File: src/rtl/serial_adder_pkg.sv
// Shared definitions for the bit-serial adder: FSM state encoding and the
// default operand width.
package serial_adder_pkg;

    // Default operand/result width in bits (legal range 2..32).
    localparam int SA_DEFAULT_WIDTH = 8;

    // Controller states.
    typedef enum logic [1:0] {
        IDLE = 2'd0,
        RUN  = 2'd1,
        DONE = 2'd2
    } state_t;

endpackage : serial_adder_pkg

File: src/rtl/serial_adder_full_adder_cell.sv
// One-bit full adder built from two half-adder stages and an OR for the carry.
// The serial adder reuses this single cell once per clock for every bit.
module full_adder_cell (
    input  logic i_a,
    input  logic i_b,
    input  logic i_cin,
    output logic o_sum,
    output logic o_cout
);

    logic w_s1;
    logic w_c1;
    logic w_c2;

    // First half adder: a + b.
    assign w_s1 = i_a ^ i_b;
    assign w_c1 = i_a & i_b;

    // Second half adder: partial sum + carry-in.
    assign o_sum = w_s1 ^ i_cin;
    assign w_c2  = w_s1 & i_cin;

    // Either stage may generate the carry, never both.
    assign o_cout = w_c1 | w_c2;

endmodule : full_adder_cell

File: src/rtl/serial_adder.sv
// Bit-serial adder: captures two WIDTH-bit operands plus a carry-in, then adds
// one bit per clock (LSB first) through a single full-adder cell. The result
// and carry-out are published together with a one-cycle done pulse.
//
// Configuration: define SERIAL_ADDER_OVF_EN to add the signed-overflow output
// `ovf`. Without it the port and its logic are absent.
module serial_adder
    import serial_adder_pkg::*;
#(
    parameter int WIDTH = SA_DEFAULT_WIDTH
) (
    input  logic             clk,
    input  logic             rst_n,
    input  logic             start,
    input  logic [WIDTH-1:0] a_in,
    input  logic [WIDTH-1:0] b_in,
    input  logic             cin,
    output logic             busy,
    output logic             done,
    output logic [WIDTH-1:0] sum_out,
    output logic             cout
`ifdef SERIAL_ADDER_OVF_EN
    ,
    output logic             ovf
`endif
);

    localparam int                CNT_W    = $clog2(WIDTH);
    localparam logic [CNT_W-1:0]  LAST_BIT = CNT_W'(WIDTH - 1);

    state_t           r_state;
    logic [WIDTH-1:0] r_a;
    logic [WIDTH-1:0] r_b;
    logic [WIDTH-1:0] r_res;
    logic             r_carry;
    logic [CNT_W-1:0] r_cnt;
    logic             r_busy;
    logic             r_done;
    logic [WIDTH-1:0] r_sum_out;
    logic             r_cout;
`ifdef SERIAL_ADDER_OVF_EN
    logic             r_ovf;
`endif

    logic             w_sum;
    logic             w_carry;
    logic             w_accept;
    logic [WIDTH-1:0] w_res_next;

    // The one shared full-adder cell working on the current LSBs.
    full_adder_cell u_fa (
        .i_a    (r_a[0]),
        .i_b    (r_b[0]),
        .i_cin  (r_carry),
        .o_sum  (w_sum),
        .o_cout (w_carry)
    );

    // A new request is only taken when no addition is in flight.
    assign w_accept   = start && ((r_state == IDLE) || (r_state == DONE));

    // New sum bit enters at the MSB so that after WIDTH shifts bit 0 is at LSB.
    assign w_res_next = {w_sum, r_res[WIDTH-1:1]};

    // Controller, datapath shift registers and registered outputs in one process.
    always_ff @(posedge clk) begin
        if (!rst_n) begin
            // NOTE: the shift registers are ordinary flops, not a memory, so
            // clearing them with the rest of the state costs nothing and keeps
            // an aborted addition from leaking partial bits.
            r_state   <= IDLE;
            r_a       <= '0;
            r_b       <= '0;
            r_res     <= '0;
            r_carry   <= 1'b0;
            r_cnt     <= '0;
            r_busy    <= 1'b0;
            r_done    <= 1'b0;
            r_sum_out <= '0;
            r_cout    <= 1'b0;
`ifdef SERIAL_ADDER_OVF_EN
            r_ovf     <= 1'b0;
`endif
        end else begin
            // NOTE: non-blocking assignments let every register below see the
            // pre-edge values, so the shifts and the adder stay in lockstep.
            r_done <= 1'b0;
            if (w_accept) begin
                r_a     <= a_in;
                r_b     <= b_in;
                r_res   <= '0;
                r_carry <= cin;
                r_cnt   <= '0;
                r_busy  <= 1'b1;
                r_state <= RUN;
            end else begin
                case (r_state)
                    RUN: begin
                        r_a     <= r_a >> 1;
                        r_b     <= r_b >> 1;
                        r_res   <= w_res_next;
                        r_carry <= w_carry;
                        r_cnt   <= r_cnt + CNT_W'(1);
                        if (r_cnt == LAST_BIT) begin
                            r_state   <= DONE;
                            r_busy    <= 1'b0;
                            r_done    <= 1'b1;
                            r_sum_out <= w_res_next;
                            r_cout    <= w_carry;
`ifdef SERIAL_ADDER_OVF_EN
                            // Carry into the MSB is the carry register at the last bit.
                            r_ovf     <= r_carry ^ w_carry;
`endif
                        end
                    end
                    DONE: begin
                        r_state <= IDLE;
                    end
                    IDLE: begin
                        r_state <= IDLE;
                    end
                    default: begin
                        r_state <= IDLE;
                        r_busy  <= 1'b0;
                    end
                endcase
            end
        end
    end

    assign busy    = r_busy;
    assign done    = r_done;
    assign sum_out = r_sum_out;
    assign cout    = r_cout;
`ifdef SERIAL_ADDER_OVF_EN
    assign ovf     = r_ovf;
`endif

endmodule : serial_adder

File: config.mk
export PLATFORM = sky130hd
export DESIGN_NAME = serial_adder
export DESIGN_NICKNAME = d
export VERILOG_FILES = /design/src/rtl/serial_adder_pkg.sv /design/src/rtl/serial_adder_full_adder_cell.sv /design/src/rtl/serial_adder.sv
export SDC_FILE = /design/constraint.sdc
export NUM_CORES = 1
export LEC_CHECK = 0
export ABC_CLOCK_PERIOD_IN_PS = 1620
export BUFFER_PORTS_ARGS = -buffer_cell sky130_fd_sc_hd__buf_2
export CAP_MARGIN = 15
export CELL_PAD_IN_SITES_DETAIL_PLACEMENT = 1
export CELL_PAD_IN_SITES_GLOBAL_PLACEMENT = 1
export CORE_MARGIN = 2
export CORE_UTILIZATION = 39
export DETAILED_ROUTE_END_ITERATION = 16
export PLACE_DENSITY = 0.86
export SLEW_MARGIN = 30
export SYNTH_ARGS = -nofsm -noshare
export SYNTH_HDL_FRONTEND = slang
export SYNTH_SLANG_ARGS = --single-unit
File: constraint.sdc
create_clock -name clk -period 1.62 [get_ports clk]
set_input_delay 0.162 -clock clk [delete_from_list [all_inputs] [get_ports clk]]
set_output_delay 0.162 -clock clk [all_outputs]
set_load 0.03 [all_outputs]
# Word level (Yosys, flattened, before mapping)
# Index checks and enable logic that the tools add are counted.
# totals
output_inout_bits	11
register_bits	41
# op_classes
bitwise_logic	8
n_mux	13
addsub	1
reduce_logical	9
n_eq_ne	5
# ops
op	count
$mux 8	4
$mux 1	8
$reduce_or 2->1	2
$add 3x1->3 const B	1
$eq 3x3->1 const B	1
$ne 3x3->1 const B	1
$not 1->1	3
$reduce_and 3->1	1
$reduce_or 3->1	1
$and 1x1->1	2
$eq 2x1->1 const B	1
$eq 2x2->1 const B	1
$logic_not 2->1	1
$ne 2x1->1 const B	1
$pmux 1 s2	1
$reduce_and 2->1	1
$reduce_bool 2->1	1
$xor 1x1->1	2
$logic_and 1x1->1	1
$logic_or 1x1->1	1
$or 1x1->1	1

# Logic depth before layout (Yosys ltp)
# logic_depth
ltp_word	5
depth_mapped	5

# Hierarchy
# Synthesis repeated with hierarchy kept, for this count alone.
# unflattened
hier_cells	183
area_unflattened_um2	1591.5
# modules_own_cells
module	cells_per_inst	area_each_um2	seq_area_each_um2	n_inst
serial_adder	182	1571.5	800.8	1
full_adder_cell	1	20.0	0.0	1

# Least setup slack after synthesis
# No wires, ideal clock.
# synth_path
path_type	register to register
start	register r_cnt[0]
end	register r_sum_out[0] (netlist: sum_out[0])
t_required_ns	1.544
t_arrival_ns	1.141
path_stages_with_launch	6
synth_period_minus_slack_ns	1.217
setup_slack_ns	0.403
setup_time_ns	0.076
path_buffers	0
cell_sequence	dfxtp_1 > ha_1 > ha_1 > nand3b_1 > nand2_1 > a21boi_0
# synth_via
elab_chain_cells	2
# synth_lines
element	line	rtl
start: declaration	serial_adder.sv:36	logic [CNT_W-1:0] r_cnt;
start signal: assignment	serial_adder.sv:103	r_cnt <= r_cnt + CNT_W'(1);
$eq 3x3->1	serial_adder.sv:104	if (r_cnt == LAST_BIT) begin
$reduce_and 3->1 (no line)	n/a	
end signal: assignment	serial_adder.sv:108	r_sum_out <= w_res_next;
end: declaration	serial_adder.sv:39	logic [WIDTH-1:0] r_sum_out;
# Every way passes these cells.
# A chain may end at the register's enable or synchronous reset.

# Worst setup path in the final report
# layout_path
start	register r_cnt[0]
end	register r_sum_out[7] (netlist: sum_out[7])
# The elaborated chain is that of the path after synthesis.

==> impl_metrics.toml <==
[clock_tree]
cts_buffer_depth = 2
cts_buffers = 5
post_cts_resized = 0
cts_setup_buffers = 0
cts.hold.buffers_added = 0
worstSkewPairLatency_ns = 0.29
cts_root_buf = "clkbuf_8"
htree_levels = 2
path_clk_slew_ns = 0.08
cts_tree = "yes"
clock-sinks = 40

[sta]
clock_skew_ns = 0.00609
slew_headroom = 0.694
hold_violations = 0
tightest_slew_ns = 0.459
setup_violations = 0
tns_ns = 0
worst_slack_ns = 0.241
rsz0062_at_grt = "false"
fin_crit_ns = 1.38
finalMaxSlewViolations = 0
post-route-period-util = 0.851
clock.fmax_mhz = 725

[detailed_routing]
wire_per_inst_um = 13.7
drt_iter0_markers = 77
route.detailed.drc = 0
num_vias = 1417
via_per_inst = 5.23
drtAntennaViolNets = 0
dr.pass1.iters = 4
totalWireLength_um = 3700

[job]
maxCapViolCount = 0

[floorplanning]
num_rows = 23
initial_utilization = 0.402
die_w_um = 68.0
die_h_um = 68.0
num_io_pins = 31
coreArea_um2 = 3970
die-area_um2 = 4620

[logic_synthesis]
synth_top_area_cell = "dfxtp_1"
ys_seq_area_frac = 0.502
syn_nets = 214
synth_ff_type = "dfxtp_1"
synth_common_cells = "nand2_1 (57), dfxtp_1 (40), o21ai_0 (13), a31oi_1 (12)"
synth_top_area_frac = 0.502
synth_edf_count = 0
yosys-top-cells-area = "dfxtp_1 (50%), nand2_1 (13%), a31oi_1 (4.7%)"
synth.distinct_cells = 26
ys_ff_latch = 40
syn_area_per_cell_um2 = 8.35
netlist_instances = 191
ys_warn_count = 0
yosys.cell_count.top_type = "nand2_1"
synth_area_um2 = 1600
synthArstFlopShare = 0

[setup_path]
cp.arrival_ns = 1.59
start_kind = "flip-flop"
crit_path_max_fanout = 9
worstPathRequired_ns = 1.83
end_kind = "flip-flop"
crit_type = "flip-flop to flip-flop"

[layout]
finalNetCount = 243
syn2layout_area_growth_pct = 19.1
layout-drive-gt1-share = 0.208
num_antenna_cells = 0
final_cell_area_um2 = 1900

[global_routing]
grt_overflow = 0
antenna_found_initial = 0
grt_pass1_vias = 1284
grt_usage = 0.182
grt_max_degree = 32
grt_pass1_wl_um = 6210

[min_path]
hp-class = "primary input to flip-flop"

[place]
place_hpwl_um = 2360
placed_cell_area_um2 = 1770
post-place-ws_ns = 0.233
gp_congestion = 0.703
portBuffers = 30

[power_and_ir_drop]
peakVddDrop_mv = 0.486
p_leak_nw = 0.748
p_per_area_nw_per_um2 = 1130

[outcome]
status = "finished, final reports clean"
[cell usage in the layout, fill, tap and decap left out]
cell	n
nor2b_1	1
o21bai_1	1
a21boi_1	5
nor2_1	3
xnor2_1	1
fa_1	1
nor2b_2	1
and3_1	2
a21boi_0	7
bufinv_16	1
and2_1	1
a22oi_1	2
a21oi_1	11
o221ai_1	1
a31oi_1	12
o21ai_0	13
nand3b_1	1
buf_2	30
buf_4	6
dfxtp_1	40
nand2_2	1
nand2_1	57
nand2b_1	2
nor3_1	1
nand3_1	11
clkbuf_8	7
ha_1	2
[cell families (layout without fill, tap and decap cells)]
logic type	count (synthesis)	count (layout)	share of synthesized area
AOI/OAI and AO/OA	52	52	0.198
DFF	40	40	0.502
adders and majority gates	3	3	0.0282
buffers and inverters	14	44	0.0510
xor gates and xnor gates	1	1	0.00549
and+or+nand+nor	81	81	0.215
[through the flow]
step	util	std cells	power, mW	hold slack, ns
floorplan	-	191	1.22	0.296
global placement	0.447	263	1.27	0.407
detailed placement	0.447	263	1.28	0.411
CTS	0.479	271	2.17	0.0905
global route	0.479	271	2.25	0.0950
finish	0.479	271	2.15	0.100
[where the power goes]
part	leakage (nW)	switching (mW)	internal (mW)
clock network	0.0645	0.350	0.544
registers	0.327	0.0288	1.03
logic	0.357	0.125	0.0794
total	0.748	0.504	1.65
[worst max-delay path: stages, from the launching register on]
cell and delay [ns]:
dfxtp_1 0.33, ha_1 0.20, ha_1 0.19, nand3b_1 0.32
nand2_1 0.10, a21boi_1 0.18
[sequential cells by signal (all words and copies together), names as in the netlist, 2 cells and up]
register / cells
r_a: 8
r_b: 8
r_cnt: 3
r_res: 7
r_state: 2
sum_out: 8
[layer usage]
layer	part of all wire	vias up	wire (µm)	GRT usage
li1	-	705	-	-
met1	0.49	682	1810	0.237
met2	0.47	28	1720	0.284
met3	0.038	2	139	0.0543
met4	0.0073	0	27	0.0675
met5	0	-	0	0
[worst paths after layout]
check / slack (ns) / from / cells past startpoint / to
worst min-delay path: 0.10 / a_in[7] / 3 / r_a[7]
worst min register to register: 0.45 / sum_out[6] / 2 / sum_out[6]
worst max-delay path: 0.24 / r_cnt[0] / 5 / sum_out[7]
worst max register to register: 0.24 / r_cnt[0] / 5 / sum_out[7]
[cell type report]
| cell class | count | area (µm²) |
|---|---|---|
| clock inverters | 1 | 30.0 |
| repair buffers | 36 | 195 |
| multi-input cells | 137 | 716 |
| fillers | 505 | 2070 |
| clock buffers | 7 | 96.3 |
| flip-flops and latches | 40 | 801 |
| well taps | 50 | 62.6 |
(Power assumes the default switching activity.)
